### src/rtl/fifo_burst_arb_if.sv
// fifo_burst_arb_if: FIFO status, write-request and handshake bundle between the arbiter and its neighbours
interface fifo_burst_arb_if #(
  parameter int CH = 4,
  parameter int CW = 9,
  parameter int LSIZE = 9
);
  localparam int CHW = (CH > 1) ? $clog2(CH) : 1;
  logic [CH*CW-1:0] count;
  logic [CH-1:0] tail;
  logic [CH-1:0] fifo_empty;
  logic burst_req;
  logic tail_req;
  logic [CHW-1:0] req_ch;
  logic [LSIZE-1:0] req_len;
  logic resp;
  logic done;
  logic busy;
  modport master (
    input count, tail, fifo_empty, resp, done,
    output burst_req, tail_req, req_ch, req_len, busy
  );
  modport slave (
    output count, tail, fifo_empty, resp, done,
    input burst_req, tail_req, req_ch, req_len, busy
  );
endinterface

### src/rtl/fifo_burst_arb.sv
// fifo_burst_arb: round-robin burst/tail write-request arbiter over CH FIFOs; idle-flush timeout enabled by FIFO_BURST_ARB_TIMEOUT_EN
module fifo_burst_arb #(
  parameter int CH = 4,
  parameter int CW = 9,
  parameter int LSIZE = 9,
  parameter int THRESHOLD = 200,
  parameter int TIMEOUT = 1024
) (
  input logic clock,
  input logic rst_n,
  fifo_burst_arb_if.master bus
);
  localparam int CHW = (CH > 1) ? $clog2(CH) : 1;
  localparam logic [CW-1:0] THR_C = CW'(THRESHOLD);
  localparam logic [LSIZE-1:0] THR_L = LSIZE'(THRESHOLD);
  typedef enum logic [2:0] {IDLE, REQ_BURST, REQ_TAIL, WAIT_DONE, FSH} state_t;
  state_t state_q, state_d;
  logic [CW-1:0] cnt [CH];
  logic [CH-1:0] burst_el_q, burst_el_d, tail_pend_q, tail_pend_d, cand, to_hit;
  logic [2*CH-1:0] cand_rot;
  logic [CHW-1:0] rr_q, rr_d, gnt, req_ch_q, req_ch_d;
  logic [LSIZE-1:0] req_len_q, req_len_d, gnt_len;
  logic found, grant, is_tail_q, burst_req_q, tail_req_q, busy_q;
  assign cand = (burst_el_q | tail_pend_q) & ~bus.fifo_empty;
  assign grant = state_q == IDLE && found;
  assign gnt_len = (burst_el_q[gnt] || cnt[gnt] > THR_C) ? THR_L : LSIZE'(cnt[gnt]);
  assign rr_d = grant ? ((gnt == CHW'(CH - 1)) ? '0 : gnt + 1'b1) : rr_q;
  assign req_ch_d = grant ? gnt : ((state_d == IDLE) ? '0 : req_ch_q);
  assign req_len_d = grant ? gnt_len : ((state_d == REQ_BURST || state_d == REQ_TAIL) ? req_len_q : '0);
  assign bus.burst_req = burst_req_q;
  assign bus.tail_req = tail_req_q;
  assign bus.req_ch = req_ch_q;
  assign bus.req_len = req_len_q;
  assign bus.busy = busy_q;
  // Unpack per-channel fill levels and derive next-cycle burst eligibility
  always_comb begin
    burst_el_d = '0;
    for (int i = 0; i < CH; i++) begin
      cnt[i] = bus.count[i*CW +: CW];
      burst_el_d[i] = cnt[i] > THR_C;
    end
  end
  // Rotate candidates so bit 0 is the rr pointer; the lowest set bit wins
  always_comb begin
    cand_rot = {cand, cand} >> rr_q;
    found = 1'b0;
    gnt = '0;
    for (int k = CH - 1; k >= 0; k--) begin
      if (cand_rot[k]) begin
        found = 1'b1;
        gnt = CHW'((int'(rr_q) + k) % CH);
      end
    end
  end
`ifdef FIFO_BURST_ARB_TIMEOUT_EN
  localparam int TW = $clog2(TIMEOUT + 1);
  logic [TW-1:0] idle_q [CH];
  logic [CH-1:0] idle_run;
  // A partially filled, unflagged, ungranted channel accumulates idle time; expiry flags a tail
  always_comb begin
    idle_run = '0;
    to_hit = '0;
    for (int i = 0; i < CH; i++) begin
      idle_run[i] = cnt[i] != '0 && cnt[i] <= THR_C && !tail_pend_q[i]
                    && !(state_q != IDLE && req_ch_q == CHW'(i)) && !(grant && gnt == CHW'(i));
      to_hit[i] = idle_run[i] && idle_q[i] == TW'(TIMEOUT - 1);
    end
  end
  // Idle counters per channel
  always_ff @(posedge clock or negedge rst_n) begin
    if (!rst_n) for (int i = 0; i < CH; i++) idle_q[i] <= '0;
    else for (int i = 0; i < CH; i++) idle_q[i] <= idle_run[i] ? idle_q[i] + 1'b1 : '0;
  end
`else
  assign to_hit = '0;
`endif
  // Sticky tail flag: drained FIFO or completed tail service clears, and clear beats set
  always_comb begin
    tail_pend_d = tail_pend_q;
    for (int i = 0; i < CH; i++)
      tail_pend_d[i] = (cnt[i] == '0 || (state_q == WAIT_DONE && bus.done && is_tail_q && req_ch_q == CHW'(i))) ? 1'b0
                     : (bus.tail[i] || to_hit[i]) ? 1'b1 : tail_pend_q[i];
  end
  // Request FSM next state; a grant prefers burst over tail within the chosen channel
  always_comb begin
    state_d = state_q;
    case (state_q)
      IDLE: if (found) state_d = burst_el_q[gnt] ? REQ_BURST : REQ_TAIL;
      REQ_BURST, REQ_TAIL: if (bus.resp) state_d = WAIT_DONE;
      WAIT_DONE: if (bus.done) state_d = FSH;
      default: state_d = IDLE;
    endcase
  end
  // State, eligibility and outputs registered off the next state
  always_ff @(posedge clock or negedge rst_n) begin
    if (!rst_n) begin
      state_q <= IDLE;
      rr_q <= '0;
      burst_el_q <= '0;
      tail_pend_q <= '0;
      req_ch_q <= '0;
      req_len_q <= '0;
      is_tail_q <= 1'b0;
      burst_req_q <= 1'b0;
      tail_req_q <= 1'b0;
      busy_q <= 1'b0;
    end else begin
      state_q <= state_d;
      rr_q <= rr_d;
      burst_el_q <= burst_el_d;
      tail_pend_q <= tail_pend_d;
      req_ch_q <= req_ch_d;
      req_len_q <= req_len_d;
      is_tail_q <= grant ? state_d == REQ_TAIL : is_tail_q;
      burst_req_q <= state_d == REQ_BURST;
      tail_req_q <= state_d == REQ_TAIL;
      busy_q <= state_d != IDLE;
    end
  end
endmodule

### src/flat_wrapper.sv
// flat-port wrapper written by rule: the top's interface ports become plain ports
module fifo_burst_arb_flat 
#(
  parameter int CH = 4,
  parameter int CW = 9,
  parameter int LSIZE = 9,
  parameter int THRESHOLD = 200,
  parameter int TIMEOUT = 1024
)
  (clock, rst_n, bus_count, bus_tail, bus_fifo_empty, bus_resp, bus_done, bus_burst_req, bus_tail_req, bus_req_ch, bus_req_len, bus_busy);
  fifo_burst_arb_if #(.CH(CH), .CW(CW), .LSIZE(LSIZE)) bus_i ();
  input logic clock;
  input logic rst_n;
  input wire logic [$bits(bus_i.count)-1:0] bus_count;
  input wire logic [$bits(bus_i.tail)-1:0] bus_tail;
  input wire logic [$bits(bus_i.fifo_empty)-1:0] bus_fifo_empty;
  input wire logic [$bits(bus_i.resp)-1:0] bus_resp;
  input wire logic [$bits(bus_i.done)-1:0] bus_done;
  output wire logic [$bits(bus_i.burst_req)-1:0] bus_burst_req;
  output wire logic [$bits(bus_i.tail_req)-1:0] bus_tail_req;
  output wire logic [$bits(bus_i.req_ch)-1:0] bus_req_ch;
  output wire logic [$bits(bus_i.req_len)-1:0] bus_req_len;
  output wire logic [$bits(bus_i.busy)-1:0] bus_busy;
  assign bus_i.count = bus_count;
  assign bus_i.tail = bus_tail;
  assign bus_i.fifo_empty = bus_fifo_empty;
  assign bus_i.resp = bus_resp;
  assign bus_i.done = bus_done;
  assign bus_burst_req = bus_i.burst_req;
  assign bus_tail_req = bus_i.tail_req;
  assign bus_req_ch = bus_i.req_ch;
  assign bus_req_len = bus_i.req_len;
  assign bus_busy = bus_i.busy;
  fifo_burst_arb #(.CH(CH), .CW(CW), .LSIZE(LSIZE), .THRESHOLD(THRESHOLD), .TIMEOUT(TIMEOUT)) u_core (.clock(clock), .rst_n(rst_n), .bus(bus_i));
endmodule
### config.mk
export PLATFORM = sky130hd
export DESIGN_NAME = fifo_burst_arb_flat
export DESIGN_NICKNAME = d
export VERILOG_FILES = /design/src/rtl/fifo_burst_arb_if.sv /design/src/rtl/fifo_burst_arb.sv /design/src/flat_wrapper.sv
export SDC_FILE = /design/constraint.sdc
export NUM_CORES = 1
export LEC_CHECK = 0
export CORE_AREA = 2 2 76 78
export CTS_BUF_LIST = sky130_fd_sc_hd__clkbuf_8
export CTS_CLUSTER_SIZE = 30
export DETAILED_ROUTE_END_ITERATION = 8
export DIE_AREA = 0 0 78 80
export PLACE_DENSITY = 0.63
export SLEW_MARGIN = 20
export SYNTH_ARGS = -nofsm -noshare
export SYNTH_HDL_FRONTEND = slang
export SYNTH_SLANG_ARGS = --single-unit
### constraint.sdc
create_clock -name clock -period 2.5 [get_ports clock]
set_clock_uncertainty 0.15 [all_clocks]
set_input_delay 0.5 -clock clock [delete_from_list [all_inputs] [get_ports clock]]
set_output_delay 0.5 -clock clock [all_outputs]
set_load 0.02 [all_outputs]
==> impl_metrics.ini, run 1 <==
[grt]
grt_pass1_vias = 1886
grt.total_usage_pct = 18.3
antenna_found_initial = 0
grt_pass1_wl_mm = 9.06
grt_start_max_net_pins = 29
grt_overflow = 0

[timing]
rsz0062_at_grt = yes
setup_viol = 0
hold_slack_ns = 0.336
max_freq_ghz = 0.407
max-slew-margin-rel_pct = 57.2
worst_slew_pin_slew_ns = 0.640
finalCriticalPeriod_ns = 2.46
drv_slew = 0
fin_tns_setup_ns = 0
hold_viol_final = 0
fin_crit_sh_pct = 98.2

[critical_path]
cp_max_fo = 8
start_kind = flip-flop
rr_worst_depth = 7
r2r_end = u_core.bus.busy
crit_type = reg2reg
endpoint_kind = flip-flop
slowest_stage = dfrtp_2
r2r-start = u_core.burst_el_q[1]
cp_cell_sequence = o21ba_4 > or3_4 > o211a_4 > o211ai_1 > and2_4 > o22ai_4 > or3_1
slowest_delay_ns = 0.46
required_ns = 2.51
ff2ff_setup_slack_ns = 0.04
critPathArrivalTime_ns = 2.47

[finish]
nNetsFinal = 339
diodes = 0
design_area_mm2 = 0.00288
area_delta_synth_final_pct = 57.7
fillers = 504
drive_gt1_share_pct = 23.1
fin_util_pct = 53.4
regArea_um2 = 702
multi_input_area_mm2 = 0.00115

[placement]
place_hpwl_mm = 4.22
globalplace.congestion = 0.916
placed_area_mm2 = 0.00266
numPortBuffers = 61

[clock_tree]
numCtsBuffers = 3
ctsRootBufferMaster = clkbuf_8
clockBufferDepth = 2
cts_tree = built
clkTransAtPathRegs_ns = 0.10
htree_levels = 1
cts_hold_buf = 0
clk_latency_ns = 0.27
cts.sinks = 28

[synth]
synth_most_common_cell = nand2_1
synth_top_cell_by_area = dfrtp_1
synth_seq_cells = 28
synth_nets = 248
synth.area.top_cells = dfrtp_1 38%, nand2_1 7.0%, o2111ai_1 3.8%, nor2_1 3.5%, mux2i_1 3.3%
synth_ff_type = dfrtp_1
synth-warning-count = 0
ys_seq_area_share_pct = 38.3
yosys-top-cells-count = 34 x nand2_1, 28 x dfrtp_1, 17 x nor2_1
async_flop_share_pct = 100
synth_area_per_cell_um2 = 9.15
syn_inst = 200
synth_edf_count = 0
synth_cell_types = 51
synth_top_area_share_pct = 38.3
synth_area_mm2 = 0.00183

[floorplanning]
die-width_um = 78
die_area_mm2 = 0.00624
die_h_um = 80
ios = 62
rows = 27
core_mm2 = 0.00541
start_util_pct = 33.8

[hold_path]
hold_depth = 1
min_to = u_core.bus.req_len[6]
min_path_type = reg2reg
holdCritStartpoint = u_core.bus.req_len[6]

[drt]
route.detailed.drc = 0
via_count = 1906
drtAntennaViolNets = 0
drt_first_pass_iters = 4
drtIter0Drc = 73
wirelength_mm = 5.49
wl_per_cell_um = 15.2
vias_per_cell = 5.27

[power]
ir_drop_mv = 0.443
p_leak_nw = 1.20
power.total_mw = 2.82
power.density_mw_per_mm2 = 978

[status]
outcome = completed

[flow_run]
max_cap_violations = 0
==> logic make-up after synthesis <==
logic type,count (synthesis),share of synthesized area [%]
AOI/OAI and AO/OA,65,29.5
xor gates and xnor gates,2,0.958
buffers and inverters,15,4.79
DFF,28,38.3
muxes,9,5.33
and+or+nand+nor,81,21.1
==> stage by stage <==
step | setup slack, ns | std cells
6_report | 0.0445 | 362
3_5_place_dp | -0.457 | 352
4_1_cts | 0.0623 | 362
3_3_place_gp | -0.395 | 352
2_1_floorplan | 0.0231 | 200
5_1_grt | -0.00701 | 362
==> final cells by class <==
type / count / area share [%]
Clock buffer: 3 / 1.43
Inverter: 9 / 1.17
Sequential cell: 28 / 24.3
Timing Repair Buffer: 91 / 28.9
Multi-Input combinational cell: 158 / 40.0
Tap cell: 72 / 3.12
Clock inverter: 1 / 1.04
==> registers in the layout, summed over array words and instances, names as in the netlist <==
| signal | count |
|---|---|
| u_core.tail_pend_q | 4 |
| u_core.bus.req_len | 9 |
| u_core.bus.busy | 1 |
| u_core.rr_q | 2 |
| u_core.bus.burst_req | 1 |
| u_core.state_q | 3 |
| u_core.bus.tail_req | 1 |
| u_core.burst_el_q | 4 |
| u_core.bus.req_ch | 2 |
| u_core.is_tail_q | 1 |
==> timing repair <==
item / 4_1_cts / 5_1_grt
gates resized for setup: 18 / 6
setup buffers: 5 / 0
gates cloned: 1 / 0
pin swaps: 11 / 3
endpoints found under the hold margin: 0 / 0
endpoints found under the setup margin: 11 / 10
==> critical path, delay by kind of cell (launching register included) <==
kind / cells / cell delay (ns)
compound gates: 4 / 0.76
flops: 1 / 0.46
simple gates: 3 / 0.96
==> worst max-delay path by stage <==
stage	endpoint	start	slack, ns
floorplan	u_core.bus.req_len[3]	bus_fifo_empty[2]	0.02
global route	u_core.bus.req_len[0]	bus_fifo_empty[2]	-0.007
CTS	u_core.bus.req_len[2]	u_core.burst_el_q[1]	0.06
finish	u_core.bus.busy	u_core.burst_el_q[1]	0.04
global placement	u_core.bus.req_len[1]	bus_fifo_empty[0]	-0.39
detailed placement	u_core.bus.busy	bus_fifo_empty[2]	-0.46
==> cells in the final DEF (no fill, tap or decap), drive strengths merged, types with 2 or more instances in the layout <==
| cell | n |
|---|---|
| o21bai | 2 |
| mux2i | 6 |
| nor3b | 2 |
| a21oi | 9 |
| nor2 | 18 |
| or3 | 6 |
| or4 | 2 |
| dfrtp | 28 |
| a211o | 2 |
| clkdlybuf4s50 | 58 |
| a211oi | 4 |
| dlygate4sd2 | 3 |
| clkbuf | 3 |
| o21ai | 6 |
| buf | 30 |
| mux2 | 3 |
| o22ai | 3 |
| o2111ai | 8 |
| a21o | 3 |
| o211a | 2 |
| nor2b | 2 |
| a31o | 2 |
| a22oi | 3 |
| o31ai | 6 |
| o21ba | 3 |
| nor4 | 6 |
| and2 | 2 |
| nand2 | 35 |
| nor3 | 3 |
| nand3 | 4 |
| inv | 9 |
| o211ai | 8 |
==> power breakdown <==
group          leakage (nW)  internal [mW]  switching, mW  total (mW)
clock                0.0357          0.214          0.145       0.360
sequential            0.332          0.600          0.155       0.755
combinational         0.832          0.849          0.856        1.70
==> layer usage <==
| layer | part of all wire [%] | vias up | track usage (%) |
|---|---|---|---|
| met3 | 4.8 | 8 | 2.71 |
| met5 | 0 | - | 0 |
| met2 | 49 | 62 | 30.9 |
| met4 | 1.7 | 0 | 6.67 |
| li1 | - | 939 | - |
| met1 | 45 | 897 | 23.8 |
Note: power is estimated with default switching activity, not from simulation.
==> inputs of run 2 (changes only) <==
--- a/config.mk
+++ b/config.mk
@@ -10,6 +10,7 @@
 export CTS_CLUSTER_SIZE = 30
 export DETAILED_ROUTE_END_ITERATION = 8
 export DIE_AREA = 0 0 78 80
+export GPL_TIMING_DRIVEN = 0
 export PLACE_DENSITY = 0.63
 export SLEW_MARGIN = 20
 export SYNTH_ARGS = -nofsm -noshare
==> run 2 against run 1 <==
Non-clock buffer count grew 3; combinational power grew 13%; first-iteration DRC count grew 23%; the flow now finishes with violations (negative setup slack); utilization grew 1.5 points; clock power grew 1%; clock-buffer cell count is the same; global-route usage grew 0.053 points; critical path depth grew 3; sequential power shrank 0.5%.
==> impl_metrics.ini, run 2 (same netlist as run 1, synthesis figures left out) <==
[floorplanning]
die_h_um = 80
core_mm2 = 0.00541
ios = 62
start_util_pct = 33.8
rows = 27
die_area_mm2 = 0.00624
die-width_um = 78

[status]
violations = negative setup slack
outcome = finished, violations left

[finish]
largest_reg_flops = 9
regArea_um2 = 701
area_delta_synth_final_pct = 62.0
nNetsFinal = 341
layout_common_cells = 57 x clkdlybuf4s50_1, 34 x nand2_1, 28 x dfrtp_1
design_area_mm2 = 0.00296
drive_gt1_share_pct = 25.7
multi_input_area_mm2 = 0.00118
fillers = 523
fin_util_pct = 54.8
finalNonFillerCells = 364
final_common_cell = clkdlybuf4s50_1
diodes = 0

[flow_run]
max_cap_violations = 0

[grt]
grt.total_usage_pct = 18.4
grt_start_max_net_pins = 29
antenna_found_initial = 0
grt_overflow = 0
grt_pass1_wl_mm = 8.99
grt_pass1_vias = 1911

[power]
power.switching_mw = 1.26
p_sw_share_pct = 41.6
power.density_mw_per_mm2 = 1030
power.total_mw = 3.04
p_leak_nw = 1.24
sequentialPowerShare_pct = 24.7
power.combinational.fraction_pct = 63.3
p_clk_share_pct = 12.0
ir_drop_mv = 0.469
p_int_mw = 1.77

[drt]
vias_per_cell = 5.29
drtIter0Drc = 90
via_count = 1926
wirelength_mm = 5.88
route.detailed.drc = 0
wl_per_cell_um = 16.1
drtAntennaViolNets = 0
drt_first_pass_iters = 4

[clock_tree]
clkTransAtPathRegs_ns = 0.10
cts.sinks = 28
ctsRootBufferMaster = clkbuf_8
cts_tree = built
htree_levels = 1
cts_hold_buf = 0
clk_latency_ns = 0.28
numCtsBuffers = 3
clockBufferDepth = 2

[critical_path]
required_ns = 2.57
cp_max_fo = 5
rr_worst_depth = 10
critPathArrivalTime_ns = 2.74
endpoint_kind = flip-flop
startpoint = u_core.burst_el_q[1]
ff2ff_setup_slack_ns = -0.17
crit_path_end = u_core.bus.req_len[3]
r2r-start = u_core.burst_el_q[1]
start_kind = flip-flop
crit_type = reg2reg
r2r_end = u_core.bus.req_len[3]

[placement]
numPortBuffers = 61
placed_area_mm2 = 0.00252
place_hpwl_mm = 4.13
dp.cells = 333
globalplace.congestion = 0.891
dp_slack_ns = -0.635

[timing]
worst_slew_pin_slew_ns = 0.636
finalCriticalPeriod_ns = 2.67
hold_slack_ns = 0.0807
hold_viol_final = 0
drv_slew = 0
max_freq_ghz = 0.375
setup_viol = 5
rsz0062_at_grt = yes
timing.final.ws_setup_ns = -0.168
fin_tns_setup_ns = -0.367
max-slew-margin-rel_pct = 57.6
fin_crit_sh_pct = 107

[hold_path]
min_path_type = in2async
[run 2: cell count changes in the layout (fill, tap and decap cells not counted), sizes merged]
cell and delta:
buf +4, clkdlybuf4s15 +1, clkdlybuf4s50 -1, dlygate4sd2 -1, o211a -1
[run 2: how the worst min path moves through the flow]
stage	endpoint	slack (ns)	cells after the start
after floorplan	u_core.burst_el_q[0]	0.05	0
final	u_core.bus.req_len[8]	0.08	1
after CTS	u_core.bus.req_len[8]	0.10	1
after global placement	u_core.bus.req_len[6]	0.31	1
after detailed placement	u_core.bus.req_len[0]	0.32	2
after global routing	u_core.bus.req_len[8]	0.12	1
[run 2: power by group through the flow]
stage	sequential [mW]	clock, mW	combinational, mW
after floorplan	0.820	0	0.869
after global placement	0.739	0	1.41
after detailed placement	0.743	0	1.43
after CTS	0.745	0.368	1.79
after global routing	0.770	0.392	2.06
final	0.751	0.364	1.92
[run 2: layer usage]
| layer | up-vias | share of wire (%) | global-route usage [%] |
|---|---|---|---|
| li1 | 933 | - | - |
| met1 | 927 | 43 | 23.6 |
| met2 | 62 | 52 | 32.8 |
| met3 | 4 | 4.7 | 2.60 |
| met4 | 0 | 0.85 | 4.21 |
| met5 | - | 0 | 0 |
[run 2: what timing repair did]
| item | 4_1_cts | 5_1_grt |
|---|---|---|
| gates cloned | 1 | 0 |
| gates resized for setup | 27 | 11 |
| buffers inserted | 19 | 9 |
| setup endpoints to repair | 14 | 12 |
| pin swaps | 18 | 11 |
[run 2: layout make-up]
cell class / instances / area share, %
inverters: 9 / 1.14
repair buffers: 89 / 28.1
multi-input cells: 157 / 39.8
plain buffers: 5 / 1.86
flip-flops and latches: 28 / 23.6
clock inverters: 1 / 1.01
clock buffers: 3 / 1.39
well taps: 72 / 3.04
[run 2: critical path, cell delays in order (launching register included)]
cell and delay, ns:
dfrtp_1 0.43, o21ba_4 0.23, or3_4 0.34, o211a_4 0.17, buf_6 0.13, buf_12 0.12
o211ai_1 0.29, a22oi_2 0.17, buf_4 0.17, o311ai_4 0.25, a22o_1 0.16
==> inputs of run 3 (changes only) <==
--- a/config.mk
+++ b/config.mk
@@ -5,6 +5,7 @@
 export SDC_FILE = /design/constraint.sdc
 export NUM_CORES = 1
 export LEC_CHECK = 0
+export ABC_CLOCK_PERIOD_IN_PS = 2500
 export CORE_AREA = 2 2 76 78
 export CTS_BUF_LIST = sky130_fd_sc_hd__clkbuf_8
 export CTS_CLUSTER_SIZE = 30
@@ -12,7 +13,7 @@
 export DIE_AREA = 0 0 78 80
 export GPL_TIMING_DRIVEN = 0
 export PLACE_DENSITY = 0.63
-export SLEW_MARGIN = 20
+export SLEW_MARGIN = 10
 export SYNTH_ARGS = -nofsm -noshare
 export SYNTH_HDL_FRONTEND = slang
 export SYNTH_SLANG_ARGS = --single-unit
==> results of run 3 <==
Same layout as run 2: the final DEF is identical, and so are final timing and power.
